### config.mk
export PLATFORM = sky130hd
export DESIGN_NAME = vx_fpu_req_tracker_flat
export DESIGN_NICKNAME = d
export VERILOG_FILES = /design/src/rtl/vx_fpu_req_tracker_if.sv /design/src/rtl/vx_fpu_req_tracker.sv /design/src/flat_wrapper.sv
export SDC_FILE = /design/constraint.sdc
export NUM_CORES = 1
export LEC_CHECK = 0
export ABC_AREA = 1
export BUFFER_PORTS_ARGS = -buffer_cell sky130_fd_sc_hd__buf_4
export CAP_MARGIN = 10
export CORE_MARGIN = 10
export CORE_UTILIZATION = 25
export DETAILED_ROUTE_END_ITERATION = 6
export SYNTH_ARGS = -nofsm -noshare
export SYNTH_HDL_FRONTEND = slang
export SYNTH_SLANG_ARGS = --single-unit
### constraint.sdc
create_clock -name clk -period 5.2 [get_ports clk]
set_input_delay 0.52 -clock clk [delete_from_list [all_inputs] [get_ports clk]]
set_output_delay 0.52 -clock clk [all_outputs]
set_load 0.02 [all_outputs]
### src/rtl/vx_fpu_req_tracker_if.sv
// Bundle of the issue-side, FPU-side and commit-side signals of the FPU request tracker.
// The master modport is the tracker itself; slave is the surrounding environment.
interface vx_fpu_req_tracker_if #(
  parameter int NUM_LANES  = 4,
  parameter int XLEN       = 32,
  parameter int META_WIDTH = 40,
  parameter int REQ_WIDTH  = 110,
  parameter int NUM_TAGS   = 8
);
  localparam int TAG_WIDTH = $clog2(NUM_TAGS);
  localparam int RES_WIDTH = NUM_LANES * XLEN;

  logic                  req_valid;
  logic                  req_ready;
  logic [REQ_WIDTH-1:0]  req_payload;
  logic [META_WIDTH-1:0] req_meta;

  logic                  fpu_valid_in;
  logic                  fpu_ready_in;
  logic [REQ_WIDTH-1:0]  fpu_payload;
  logic [TAG_WIDTH-1:0]  fpu_tag_in;

  logic                  fpu_valid_out;
  logic                  fpu_ready_out;
  logic [RES_WIDTH-1:0]  fpu_result;
  logic                  fpu_has_fflags;
  logic [4:0]            fpu_fflags;
  logic [TAG_WIDTH-1:0]  fpu_tag_out;

  logic                  commit_valid;
  logic                  commit_ready;
  logic [META_WIDTH-1:0] commit_meta;
  logic [RES_WIDTH-1:0]  commit_result;
  logic                  commit_has_fflags;
  logic [4:0]            commit_fflags;

  logic                  fflags_clr;
  logic [4:0]            fflags_sticky;
  logic [TAG_WIDTH:0]    pending_count;
  logic                  rsp_err;

  modport master (
    input  req_valid, req_payload, req_meta,
    output req_ready,
    output fpu_valid_in, fpu_payload, fpu_tag_in,
    input  fpu_ready_in,
    input  fpu_valid_out, fpu_result, fpu_has_fflags, fpu_fflags, fpu_tag_out,
    output fpu_ready_out,
    output commit_valid, commit_meta, commit_result, commit_has_fflags, commit_fflags,
    input  commit_ready,
    input  fflags_clr,
    output fflags_sticky, pending_count, rsp_err
  );

  modport slave (
    output req_valid, req_payload, req_meta,
    input  req_ready,
    input  fpu_valid_in, fpu_payload, fpu_tag_in,
    output fpu_ready_in,
    output fpu_valid_out, fpu_result, fpu_has_fflags, fpu_fflags, fpu_tag_out,
    input  fpu_ready_out,
    input  commit_valid, commit_meta, commit_result, commit_has_fflags, commit_fflags,
    output commit_ready,
    output fflags_clr,
    input  fflags_sticky, pending_count, rsp_err
  );
endinterface

### src/rtl/vx_fpu_req_tracker.sv
// Tag allocator and response matcher sitting between the issue stage and an out-of-order FPU core.
// Responses are reordered back to their metadata by tag and presented through a one-entry commit register.
module vx_fpu_req_tracker #(
  parameter int NUM_LANES  = 4,
  parameter int XLEN       = 32,
  parameter int META_WIDTH = 40,
  parameter int REQ_WIDTH  = 110,
  parameter int NUM_TAGS   = 8
) (
  input  logic                 clk,
  input  logic                 reset_n,
  vx_fpu_req_tracker_if.master bus
);
  localparam int TAG_WIDTH = $clog2(NUM_TAGS);
  localparam int RES_WIDTH = NUM_LANES * XLEN;
  localparam logic [TAG_WIDTH:0]  CNT_ONE = (TAG_WIDTH+1)'(1);
  localparam logic [NUM_TAGS-1:0] TAG_ONE = NUM_TAGS'(1);

  logic [NUM_TAGS-1:0]   pending;
  logic [NUM_TAGS-1:0]   pending_set;
  logic [NUM_TAGS-1:0]   pending_clr;
  logic [META_WIDTH-1:0] meta_mem [NUM_TAGS];
  logic [TAG_WIDTH-1:0]  alloc_tag;
  logic                  full;

  logic [TAG_WIDTH:0]    count_q;
  logic                  commit_valid_q;
  logic [META_WIDTH-1:0] commit_meta_q;
  logic [RES_WIDTH-1:0]  commit_result_q;
  logic                  commit_has_fflags_q;
  logic [4:0]            commit_fflags_q;
  logic [4:0]            sticky_q;
  logic                  rsp_err_q;

  logic req_fire;
  logic rsp_ready;
  logic rsp_fire;
  logic rsp_hit;
  logic rsp_miss;
  logic commit_fire;
  logic accumulate;

  // Lowest-index free tag wins; scanning downward lets the last assignment be the lowest.
  always_comb begin
    alloc_tag = '0;
    for (int i = NUM_TAGS - 1; i >= 0; i--) begin
      if (!pending[i]) alloc_tag = TAG_WIDTH'(i);
    end
  end

  assign full = &pending;

  assign bus.fpu_valid_in = bus.req_valid & ~full;
  assign bus.req_ready    = bus.fpu_ready_in & ~full;
  assign bus.fpu_tag_in   = alloc_tag;
  assign bus.fpu_payload  = bus.req_payload;

  assign req_fire    = bus.req_valid & bus.req_ready;
  assign rsp_ready   = ~commit_valid_q | bus.commit_ready;
  assign rsp_fire    = bus.fpu_valid_out & rsp_ready;
  assign rsp_hit     = rsp_fire & pending[bus.fpu_tag_out];
  assign rsp_miss    = rsp_fire & ~pending[bus.fpu_tag_out];
  assign commit_fire = commit_valid_q & bus.commit_ready;
  assign accumulate  = commit_fire & commit_has_fflags_q;

  assign pending_set = req_fire ? (TAG_ONE << alloc_tag) : '0;
  assign pending_clr = rsp_hit ? (TAG_ONE << bus.fpu_tag_out) : '0;

  assign bus.fpu_ready_out     = rsp_ready;
  assign bus.commit_valid      = commit_valid_q;
  assign bus.commit_meta       = commit_meta_q;
  assign bus.commit_result     = commit_result_q;
  assign bus.commit_has_fflags = commit_has_fflags_q;
  assign bus.commit_fflags     = commit_fflags_q;
  assign bus.fflags_sticky     = sticky_q;
  assign bus.pending_count     = count_q;
  assign bus.rsp_err           = rsp_err_q;

  // A set tag and a cleared tag can never collide: allocation only picks clear bits.
  always_ff @(posedge clk or negedge reset_n) begin
    if (!reset_n) begin
      pending <= '0;
      count_q <= '0;
    end else begin
      pending <= (pending & ~pending_clr) | pending_set;
      if (req_fire && !rsp_hit) begin
        count_q <= count_q + CNT_ONE;
      end else if (!req_fire && rsp_hit) begin
        count_q <= count_q - CNT_ONE;
      end
    end
  end

  always_ff @(posedge clk) begin
    if (req_fire) meta_mem[alloc_tag] <= bus.req_meta;
  end

  // One-entry commit pipe: reload on a matched response, otherwise drain on commit.
  always_ff @(posedge clk or negedge reset_n) begin
    if (!reset_n) begin
      commit_valid_q      <= 1'b0;
      commit_meta_q       <= '0;
      commit_result_q     <= '0;
      commit_has_fflags_q <= 1'b0;
      commit_fflags_q     <= '0;
    end else if (rsp_hit) begin
      commit_valid_q      <= 1'b1;
      commit_meta_q       <= meta_mem[bus.fpu_tag_out];
      commit_result_q     <= bus.fpu_result;
      commit_has_fflags_q <= bus.fpu_has_fflags;
      commit_fflags_q     <= bus.fpu_fflags;
    end else if (commit_fire) begin
      commit_valid_q      <= 1'b0;
    end
  end

  // A clear that coincides with an accumulating commit keeps only that commit's flags.
  always_ff @(posedge clk or negedge reset_n) begin
    if (!reset_n) begin
      sticky_q  <= '0;
      rsp_err_q <= 1'b0;
    end else begin
      if (bus.fflags_clr) begin
        sticky_q <= accumulate ? commit_fflags_q : 5'b0;
      end else if (accumulate) begin
        sticky_q <= sticky_q | commit_fflags_q;
      end
      if (rsp_miss) rsp_err_q <= 1'b1;
    end
  end
endmodule

### src/flat_wrapper.sv
// flat-port wrapper written by rule: the top's interface ports become plain ports
module vx_fpu_req_tracker_flat 
#(
  parameter int NUM_LANES  = 4,
  parameter int XLEN       = 32,
  parameter int META_WIDTH = 40,
  parameter int REQ_WIDTH  = 110,
  parameter int NUM_TAGS   = 8
)
  (clk, reset_n, bus_req_valid, bus_req_payload, bus_req_meta, bus_req_ready, bus_fpu_valid_in, bus_fpu_payload, bus_fpu_tag_in, bus_fpu_ready_in, bus_fpu_valid_out, bus_fpu_result, bus_fpu_has_fflags, bus_fpu_fflags, bus_fpu_tag_out, bus_fpu_ready_out, bus_commit_valid, bus_commit_meta, bus_commit_result, bus_commit_has_fflags, bus_commit_fflags, bus_commit_ready, bus_fflags_clr, bus_fflags_sticky, bus_pending_count, bus_rsp_err);
  vx_fpu_req_tracker_if #(.NUM_LANES(NUM_LANES), .XLEN(XLEN), .META_WIDTH(META_WIDTH), .REQ_WIDTH(REQ_WIDTH), .NUM_TAGS(NUM_TAGS)) bus_i ();
  input  logic clk;
  input  logic reset_n;
  input wire logic [$bits(bus_i.req_valid)-1:0] bus_req_valid;
  input wire logic [$bits(bus_i.req_payload)-1:0] bus_req_payload;
  input wire logic [$bits(bus_i.req_meta)-1:0] bus_req_meta;
  output wire logic [$bits(bus_i.req_ready)-1:0] bus_req_ready;
  output wire logic [$bits(bus_i.fpu_valid_in)-1:0] bus_fpu_valid_in;
  output wire logic [$bits(bus_i.fpu_payload)-1:0] bus_fpu_payload;
  output wire logic [$bits(bus_i.fpu_tag_in)-1:0] bus_fpu_tag_in;
  input wire logic [$bits(bus_i.fpu_ready_in)-1:0] bus_fpu_ready_in;
  input wire logic [$bits(bus_i.fpu_valid_out)-1:0] bus_fpu_valid_out;
  input wire logic [$bits(bus_i.fpu_result)-1:0] bus_fpu_result;
  input wire logic [$bits(bus_i.fpu_has_fflags)-1:0] bus_fpu_has_fflags;
  input wire logic [$bits(bus_i.fpu_fflags)-1:0] bus_fpu_fflags;
  input wire logic [$bits(bus_i.fpu_tag_out)-1:0] bus_fpu_tag_out;
  output wire logic [$bits(bus_i.fpu_ready_out)-1:0] bus_fpu_ready_out;
  output wire logic [$bits(bus_i.commit_valid)-1:0] bus_commit_valid;
  output wire logic [$bits(bus_i.commit_meta)-1:0] bus_commit_meta;
  output wire logic [$bits(bus_i.commit_result)-1:0] bus_commit_result;
  output wire logic [$bits(bus_i.commit_has_fflags)-1:0] bus_commit_has_fflags;
  output wire logic [$bits(bus_i.commit_fflags)-1:0] bus_commit_fflags;
  input wire logic [$bits(bus_i.commit_ready)-1:0] bus_commit_ready;
  input wire logic [$bits(bus_i.fflags_clr)-1:0] bus_fflags_clr;
  output wire logic [$bits(bus_i.fflags_sticky)-1:0] bus_fflags_sticky;
  output wire logic [$bits(bus_i.pending_count)-1:0] bus_pending_count;
  output wire logic [$bits(bus_i.rsp_err)-1:0] bus_rsp_err;
  assign bus_i.req_valid = bus_req_valid;
  assign bus_i.req_payload = bus_req_payload;
  assign bus_i.req_meta = bus_req_meta;
  assign bus_req_ready = bus_i.req_ready;
  assign bus_fpu_valid_in = bus_i.fpu_valid_in;
  assign bus_fpu_payload = bus_i.fpu_payload;
  assign bus_fpu_tag_in = bus_i.fpu_tag_in;
  assign bus_i.fpu_ready_in = bus_fpu_ready_in;
  assign bus_i.fpu_valid_out = bus_fpu_valid_out;
  assign bus_i.fpu_result = bus_fpu_result;
  assign bus_i.fpu_has_fflags = bus_fpu_has_fflags;
  assign bus_i.fpu_fflags = bus_fpu_fflags;
  assign bus_i.fpu_tag_out = bus_fpu_tag_out;
  assign bus_fpu_ready_out = bus_i.fpu_ready_out;
  assign bus_commit_valid = bus_i.commit_valid;
  assign bus_commit_meta = bus_i.commit_meta;
  assign bus_commit_result = bus_i.commit_result;
  assign bus_commit_has_fflags = bus_i.commit_has_fflags;
  assign bus_commit_fflags = bus_i.commit_fflags;
  assign bus_i.commit_ready = bus_commit_ready;
  assign bus_i.fflags_clr = bus_fflags_clr;
  assign bus_fflags_sticky = bus_i.fflags_sticky;
  assign bus_pending_count = bus_i.pending_count;
  assign bus_rsp_err = bus_i.rsp_err;
  vx_fpu_req_tracker #(.NUM_LANES(NUM_LANES), .XLEN(XLEN), .META_WIDTH(META_WIDTH), .REQ_WIDTH(REQ_WIDTH), .NUM_TAGS(NUM_TAGS)) u_core (.clk(clk), .reset_n(reset_n), .bus(bus_i));
endmodule
Word-level counts from Yosys, hierarchy flattened
Memories as Yosys holds them, arrays and structs flattened. A register that Yosys moved wholly into a read port is not among the register bits.
Cells that the tools add are included.
{"block": "op_classes", "n_addsub": 2, "n_bitwise": 16, "mux": 21, "n_reduce_logical": 9, "order_cmp": 1, "shift": 2}
{"cell": "3-bit two-way mux", "count": 8}
{"cell": "8-bit two-way mux", "count": 2}
{"cell": "1-bit by 3-bit << shifter with 8-bit output, first input constant", "count": 2}
{"cell": "5-bit two-way mux", "count": 3}
{"cell": "1-bit AND", "count": 8}
{"cell": "8-bit AND", "count": 1}
{"cell": "4-bit two-way mux", "count": 2}
{"cell": "8-bit inverter", "count": 1}
{"cell": "8-bit bitwise OR", "count": 1}
{"cell": "8-bit AND reduction", "count": 1}
{"cell": "2-bit nonzero test", "count": 3}
{"cell": "1-bit two-way mux", "count": 5}
{"cell": "5-bit bitwise OR", "count": 1}
{"cell": "4-bit by 1-bit adder with 4-bit output, second input constant", "count": 1}
{"cell": "3-bit by 4-bit less-than comparator with 1-bit output, second input constant", "count": 1}
{"cell": "4-bit by 1-bit subtractor with 4-bit output, second input constant", "count": 1}
{"cell": "1-bit binary-select mux with 3-bit select", "count": 1}
{"cell": "1-bit zero test", "count": 3}
{"cell": "1-bit inverter", "count": 3}
{"cell": "1-bit logical AND", "count": 2}
{"cell": "1-bit bitwise OR", "count": 1}
{"block": "totals", "memories": 1, "output_inout_bits": 301, "mem_bits_rw": 320, "inputBits": 294, "elab_cells": 60, "register_bits": 153}
{"memory": "u_core.meta_mem", "depth": 8, "width": 40, "read_ports": 1, "rd_clocked_by_memory_dff": 1, "write_ports": 1, "line": "vx_fpu_req_tracker.sv:22", "text": "logic [META_WIDTH-1:0] meta_mem [NUM_TAGS];"}

Longest topological paths before layout
Gate-level depths: netlist of run 1.
{"block": "depth", "depth_word": 11, "ltp_mapped": 16, "depth_no_buf": 14}

Worst setup path after synthesis of run 1
No wires, ideal clock.
{"block": "synth_timing", "kind": "register -> register", "start": "register u_core.pending[1]", "end": "memory u_core.meta_mem[5][0] (enable)", "period_less_slack_ns": 3.330, "n_path_buf": 0, "arrival_time_ns": 2.892, "path_slack_ns": 1.870, "path_stages_with_launch": 7, "required_ns": 4.763, "setup_ns": 0.437, "path_cell_list": "dfrtp_1 -> nand2_1 -> nor2_1 -> inv_1 -> nor2_1 -> nand2_1 -> nor2_1"}
{"block": "synth_between", "word_cells_on_any_way": 8, "cone_classes": "4 x mux; 3 x bitwise; 1 x reduce/logical"}
{"item": "from (decl)", "line": "vx_fpu_req_tracker.sv:19", "text": "logic [NUM_TAGS-1:0] pending;"}
{"item": "from (signal assigned)", "line": "vx_fpu_req_tracker.sv:85", "text": "pending <= (pending & ~pending_clr) | pending_set;"}
{"item": "3-bit two-way mux (2 in series)", "line": "vx_fpu_req_tracker.sv:47", "text": "if (!pending[i]) alloc_tag = TAG_WIDTH'(i);"}
{"item": "named net bus_fpu_tag_in[2]", "line": "flat_wrapper.sv:20", "text": "output wire logic [$bits(bus_i.fpu_tag_in)-1:0] bus_fpu_tag_in;"}
{"item": "to (decl)", "line": "vx_fpu_req_tracker.sv:22"}
The timed path passes the listed nets, and every way through them passes these cells.

Final worst setup path of run 1
{"block": "layout_timing", "start": "register u_core.pending[6]", "end": "memory u_core.meta_mem[4][12] (enable)"}
{"block": "layout_between", "elab_chain_cells": 7, "word_cells_on_any_way": 13, "cone_classes": "9 x mux; 3 x bitwise; 1 x reduce/logical"}
{"item": "3-bit two-way mux (7 in series)", "line": "vx_fpu_req_tracker.sv:47"}
Parallel ways exist; a longest one is shown, timed or not.

==> metrics.txt, run 1 <==
Final Hold Viols=0; clock-pin slew on the worst setup and hold paths=roughly 0.06 ns; vias in the first global route=around 14k; RSZ-0062 raised after global routing=false; synth top area cells=edfxtp_1, dfrtp_1, nand2_1, buf_4, o21ai_1; port buffer count=approximately 370; final instance area=around 26000 um^2; Placer Congestion=around 0.9; Final Util=between 30% and 40%; chip width=a little over 300 um; antenna violations before repair=4; Final setup viols=0; Main synth FF type=edfxtp_1; layout cells sized above 1=between 20% and 30%; CTS sink count=between 500 and 600; Seq cells post-synth=around 510; slowest CP cell=inv_1; Hold WS=~0.096 ns; run status=complete, no violations; # rows=106; Tot GR Track Use=between 10% and 20%; ys async rst share=37.6%; Syn Area/Cell=between 10 and 15 um^2; Worst Setup SP=u_core.pending[6]; HP Start=bus_req_meta[5]; core box area=around 84000 um^2; CTS tree=built; Worst Setup Slack, final=between 2 and 2.5 ns; root buffer cell=clkbuf_16; Non-Filler Instances=around 3.5k; WP data arrival=about 3 ns; Routed WL=roughly 76000 um; H-tree depth reported by CTS=2; DRC viols=0; grt total ovfl=0; YS warnings=0; first-pass GRT wire length=108000 um; post-cts resize count=0; Crit path required time=between 5 and 6 ns; area share of the largest cell type after synthesis=between 40% and 50%; vias=between 10k and 15k; CP Capture Type=flop; Clock Skews=0.0717 ns; CTS Buffer Depth=3; CP cell instances=nand2_1 -> nand2_1 -> nand2_1 -> nand2_1 -> nand2_1 -> nand2_1 -> nand2_1 -> nand3_1 -> inv_1 -> buf_4; Max Used Layer=met5; Syn Std Cell Area=between 20000 and 25000 um^2; Die ar.=just under 100000 um^2; Post-synth EDFFs=320; sequential cell area fraction in the yosys report=between 60% and 70%; CP Launch Type=flop; Area growth, synth to finish=23.6%; initial DRC count=roughly 1.2k; Starting Density=between 20% and 30%; DP Area=about 24000 um^2; Post-CTS Hold Fix Bufs=1; max frequency=~350 MHz; final period utilization=54.4%; Clock Latency Late Sink=0.65 ns; post-synthesis instance total=a little over 2k; CTS Buf Count=57; # Max-Cap Violations=0; Post-synth top cells=nand2_1, edfxtp_1, dfrtp_1; syn nets=roughly 2.4k; vias per cell=approximately 4.2; largest net degree at the start of global routing=around 190; die height=about 310 um; Ports=approximately 600; Placed Instances=between 3k and 4k; most numerous cell on the critical path=nand2_1; setup bufs post-CTS=0; DP Worst Slack=between 2 and 2.5 ns; drt pass-1 iters=7; P per Cell Area=~490 nW/um^2; Tmin final=2.83 ns; setup TNS=0 ns; Tightest Pin Transition=approximately 1.1 ns; Post-Route M1 WL=25900 um; Slew HR=between 20% and 30%; Max stage delay on crit path=between 0.6 and 0.7 ns; Antenna Cells=0; Peak supply drop=0.302 mV; crit path max fanout=25; Crit Path Category=flop to flop; top-count cell post-synth=nand2_1; DRT antenna net count=0; static leakage=11.9 nW; routed wl met3=approximately 8000 um; met2 WL=just under 40000 um; cell accounting for the most synthesized area=edfxtp_1; DR WL/cell=between 20 and 25 um; Max Slew Vio Count=0; Pwr Total=12.8 mW; count of cell types in the netlist=26; Hold Crit Class=input pin to flop; DP HPWL=~53000 um; reg2reg start=u_core.pending[6]; final layout net count=around 2.6k; Filler cells=8677
flip-flops by register name, indices dropped and copies added, names as in the netlist:
| name | cells |
|---|---|
| u_core.pending | 8 |
| u_core.bus.pending_count | 4 |
| u_core.bus.commit_meta | 40 |
| u_core.bus.fflags_sticky | 5 |
| u_core.meta_mem | 320 |
| u_core.bus.commit_fflags | 5 |
| u_core.bus.rsp_err | 1 |
| u_core.bus.commit_has_fflags | 1 |
| u_core.bus.commit_result | 128 |
| u_core.bus.commit_valid | 1 |
placed cells by master, fill, tap and decap left out, types with 5 or more instances in the layout:
| cell | synthesis | final |
|---|---|---|
| nand2_1 | 880 | 880 |
| buf_4 | 121 | 389 |
| edfxtp_1 | 320 | 320 |
| dfrtp_1 | 193 | 193 |
| inv_1 | 164 | 162 |
| o21ai_1 | 133 | 133 |
| nand3_1 | 126 | 126 |
| clkbuf_16 | 0 | 57 |
| clkbuf_1 | 15 | 16 |
| clkinv_2 | 0 | 11 |
| nor2_1 | 12 | 10 |
| nand4_1 | 8 | 8 |
| clkbuf_8 | 0 | 8 |
| inv_2 | 4 | 6 |
| o22ai_1 | 5 | 5 |
report_power, final:
group	internal (mW)	switching (mW)	total [mW]
Clock	2.29	1.69	3.99
Sequential	5.15	0.411	5.56
Combinational	1.19	2.10	3.29
metal layers:
layer | global-route usage (%) | vias to the layer above
li1 | - | 7074
met1 | 15.4 | 6929
met2 | 27.2 | 621
met3 | 6.23 | 87
met4 | 4.31 | 6
met5 | 0.505 | -
worst paths after layout:
kind / end / slack (ns) / depth (start not counted)
worst max-delay path: u_core.meta_mem[4][12] / 2.37 / 10
min in group asynchronous: u_core.bus.commit_meta[19] / 0.48 / 2
worst max register to register: u_core.meta_mem[4][12] / 2.37 / 10
max in group asynchronous: u_core.bus.commit_result[56] / 3.52 / 3
worst min register to register: u_core.bus.commit_meta[16] / 0.48 / 2
worst min-delay path: u_core.meta_mem[2][5] / 0.1 / 1
critical path: cells and delay by family (launching register included):
kind,cells,cell delay [ns]
buffers and inverters,2,1.18
flip-flops,1,0.41
AND/OR/NAND/NOR,8,0.80
logic make-up (layout without fill, tap and decap cells):
kind of cell | after synthesis | in the layout | synth area share [%]
DFF | 513 | 513 | 67.8
and+or+nand+nor | 1031 | 1031 | 19.1
adders and majority gates | 4 | 4 | 0.270
xor gates and xnor gates | 4 | 4 | 0.165
buffers and inverters | 374 | 667 | 9.12
AOI/OAI and AO/OA | 147 | 147 | 3.51
layout make-up:
cell class,count,area [um^2],share of cell area (%)
clock buffer,81,1600,6.07
inverter,168,631,2.40
clock inverter,23,269,1.02
multi-input combinational,1186,4930,18.7
timing repair buffer,395,3030,11.5
sequential,513,14400,54.9
tap,1134,1420,5.39
Power figures use the tool's default switching activity.
==> run 2: changes to the inputs <==
Settings changed: ABC_AREA 1 to 0.
Clock period 5.2 ns to 2.6 ns, I/O delays scaled along.
==> metrics.txt, run 2 <==
Post-synth EDFFs=320 (unchanged); Crit Path Category=flop to output pin; Antenna Cells=0 (unchanged); Final setup viols=0 (unchanged); Worst Path Buf+Inv=2 (unchanged); static leakage=11.2 nW (-6.1%); chip width=310 um (-0.70%); YS warnings=0 (unchanged); Tightest Pin Transition=0.725 ns (-0.350 ns); cell accounting for the most synthesized area=edfxtp_1; RSZ-0062 raised after global routing=false; Final Hold Viols=0 (unchanged); DP HPWL=38400 um (-27%); H-tree depth reported by CTS=2 (unchanged); die height=310 um (-0.70%); Non-Filler Instances=2676 (-24%); delay-heaviest family, CP=simple AND/OR/NAND/NOR gates; final period utilization=between 90 and 100%; Max stage delay on crit path=0.40 ns (-0.27 ns); Placer Congestion=0.893 (-2.0%); Placed Instances=2391 (-30%); largest register by flop count=u_core.meta_mem; Ports=595 (unchanged); CP Launch Type=flop; WP data arrival=2.15 ns (-0.92 ns); Starting Density=25.1% (-0.18 points); top-count cell post-synth=edfxtp_1; DR WL/cell=22.7 um (+5.1%); CTS Buf Count=58 (+1.8%); slowest CP cell=dfrtp_1; drt pass-1 iters=5 (-2); grt total ovfl=0 (unchanged); synth top area cells=edfxtp_1, dfrtp_1, mux2_4, mux4_2, buf_4; initial DRC count=649 (-46%); setup TNS=0 ns (unchanged); CP cell instances=buf_4 -> nand2b_1 -> and2_1 -> a21oi_2 -> buf_4; crit path max fanout=4 (-84%); DRC viols=0 (unchanged); largest net degree at the start of global routing=86 (-56%); CTS Buffer Depth=3 (unchanged); first-pass GRT wire length=86900 um (-20%); run status=complete, no violations; CTS sink count=513 (unchanged); Tot GR Track Use=12.1% (-2.8 points); Pwr Total=28.2 mW (+120%); Post-synth top cells=edfxtp_1, dfrtp_1, mux2_4; setup bufs post-CTS=0 (unchanged); Area growth, synth to finish=34.7%; Syn Area/Cell=19.8 um^2 (+93%); P per Cell Area=1000 nW/um^2 (+100%); Clock Skews=0.0248 ns (-0.0469 ns); Syn Std Cell Area=21000 um^2 (-1.5%); count of cell types in the netlist=38 (+46%); port buffer count=374 (unchanged); Clock Latency Late Sink=0.62 ns (-0.03 ns); most common cell after layout, fill and taps aside=buf_4; area share of the largest cell type after synthesis=45.8% (+0.69 points); most frequent cells in the layout=buf_4, edfxtp_1, dfrtp_1, dlygate4sd3_1, mux2_4; Slew HR=51.7% (+23 points); max FFs per register=320 (unchanged); sequential cell area fraction in the yosys report=68.9% (+1.0 points); CTS tree=built; Max Slew Vio Count=0 (unchanged); antenna violations before repair=3 (-1); root buffer cell=clkbuf_16; CP Capture Type=output pin; Hold Crit Class=input pin to flop; clock-pin slew on the worst setup and hold paths=0.06 ns (about the same); DRT antenna net count=0 (unchanged); vias per cell=4.27 (+1.5%); # rows=106 (unchanged); syn nets=1355 (-43%); # Max-Cap Violations=0 (unchanged); Seq cells post-synth=513 (unchanged); core box area=83400 um^2 (-0.79%); Routed WL=60700 um (-20%); Peak supply drop=0.649 mV (+110%); vias in the first global route=12.6k (-12%); final layout net count=1846 (-30%); Tmin final=2.41 ns; layout cells sized above 1=49.1% (+28 points); Crit path required time=2.34 ns (-3.10 ns); vias=11.4k (-22%); max frequency=between 400 and 500 MHz; Main synth FF type=edfxtp_1; Die ar.=95900 um^2 (-1.4%); post-synthesis instance total=1057 (-49%); ys async rst share=37.6% (unchanged); most numerous cell on the critical path=buf_4
run 2: changes by cell type after synthesis, sizes merged, moves of 80 or more:
cell   delta
o21ai   -131
mux4     +80
nand3   -128
inv     -160
nand2   -865
mux2    +219
run 2: layer usage:
metal | vias to the layer above | share of wire [%] | track usage (%)
met5 | - | 0.22 | 0.671
li1 | 4926 | - | -
met2 | 507 | 47 | 19.3
met1 | 5885 | 40 | 14.7
met3 | 96 | 10 | 5.01
met4 | 10 | 2.7 | 3.65
run 2: kinds of logic after synthesis:
logic type | Yosys count | share of synthesized area [%]
muxes | 300 | 23.1
buffers and inverters | 163 | 5.61
xor gates and xnor gates | 3 | 0.125
adders and majority gates | 4 | 0.274
and+or+nand+nor | 47 | 1.12
DFF | 513 | 68.9
AOI/OAI and AO/OA | 27 | 0.937
run 2: tightest hold or removal path: cells and delay by family:
family                 cells  cell delay [ns]
buffers and inverters      1             0.11
and+or+nand+nor            1             0.11
AOI/OAI and AO/OA          1             0.16
run 2: worst paths after layout:
path | slack [ns] | start | cells past startpoint | end
worst max register to register | 0.20 | u_core.pending[1] | 10 | u_core.bus.pending_count[3]
worst min-delay path | 0.08 | bus_fpu_tag_out[0] | 3 | u_core.pending[7]
min in group asynchronous | 0.23 | reset_n | 2 | u_core.bus.commit_meta[20]
max in group asynchronous | 1.45 | reset_n | 3 | u_core.pending[7]
worst max-delay path | 0.19 | u_core.pending[3] | 5 | bus_fpu_tag_in[0]
worst min register to register | 0.47 | u_core.bus.pending_count[3] | 1 | u_core.bus.pending_count[3]
run 2: what timing repair did:
| action | in CTS | in global routing |
|---|---|---|
| setup endpoints to repair | 0 | 2 |
| hold endpoints to repair | 526 | 0 |
| hold buffers | 177 | 0 |
| gates resized for setup | 0 | 2 |
run 2: per-stage QoR:
stage	setup WS, ns	util (%)	area (um^2)	hold slack (ns)
floorplan	-0.0282	-	21000	-0.0356
global placement	0.141	29.4	24600	0.283
detailed placement	0.129	29.4	24600	0.295
CTS	0.0168	33.8	28200	0.00181
global route	0.0370	33.9	28200	0.0569
finish	0.193	33.9	28200	0.0752
run 2: cell type report:
cell class                 instances  area [um^2]
timing repair buffer             586         5050
sequential                       513        14400
clock inverter                    21          221
tap                             1080         1350
clock buffer                      87         1680
multi-input combinational        381         5470
inverter                           8         30.0
fill                            7805        55200
run 2: power by group:
part	total (mW)	internal [mW]	switching, mW	leakage, nW
clock network	8.07	4.68	3.38	0.925
registers	11.5	10.4	1.05	5.15
logic	8.71	4.38	4.34	5.13
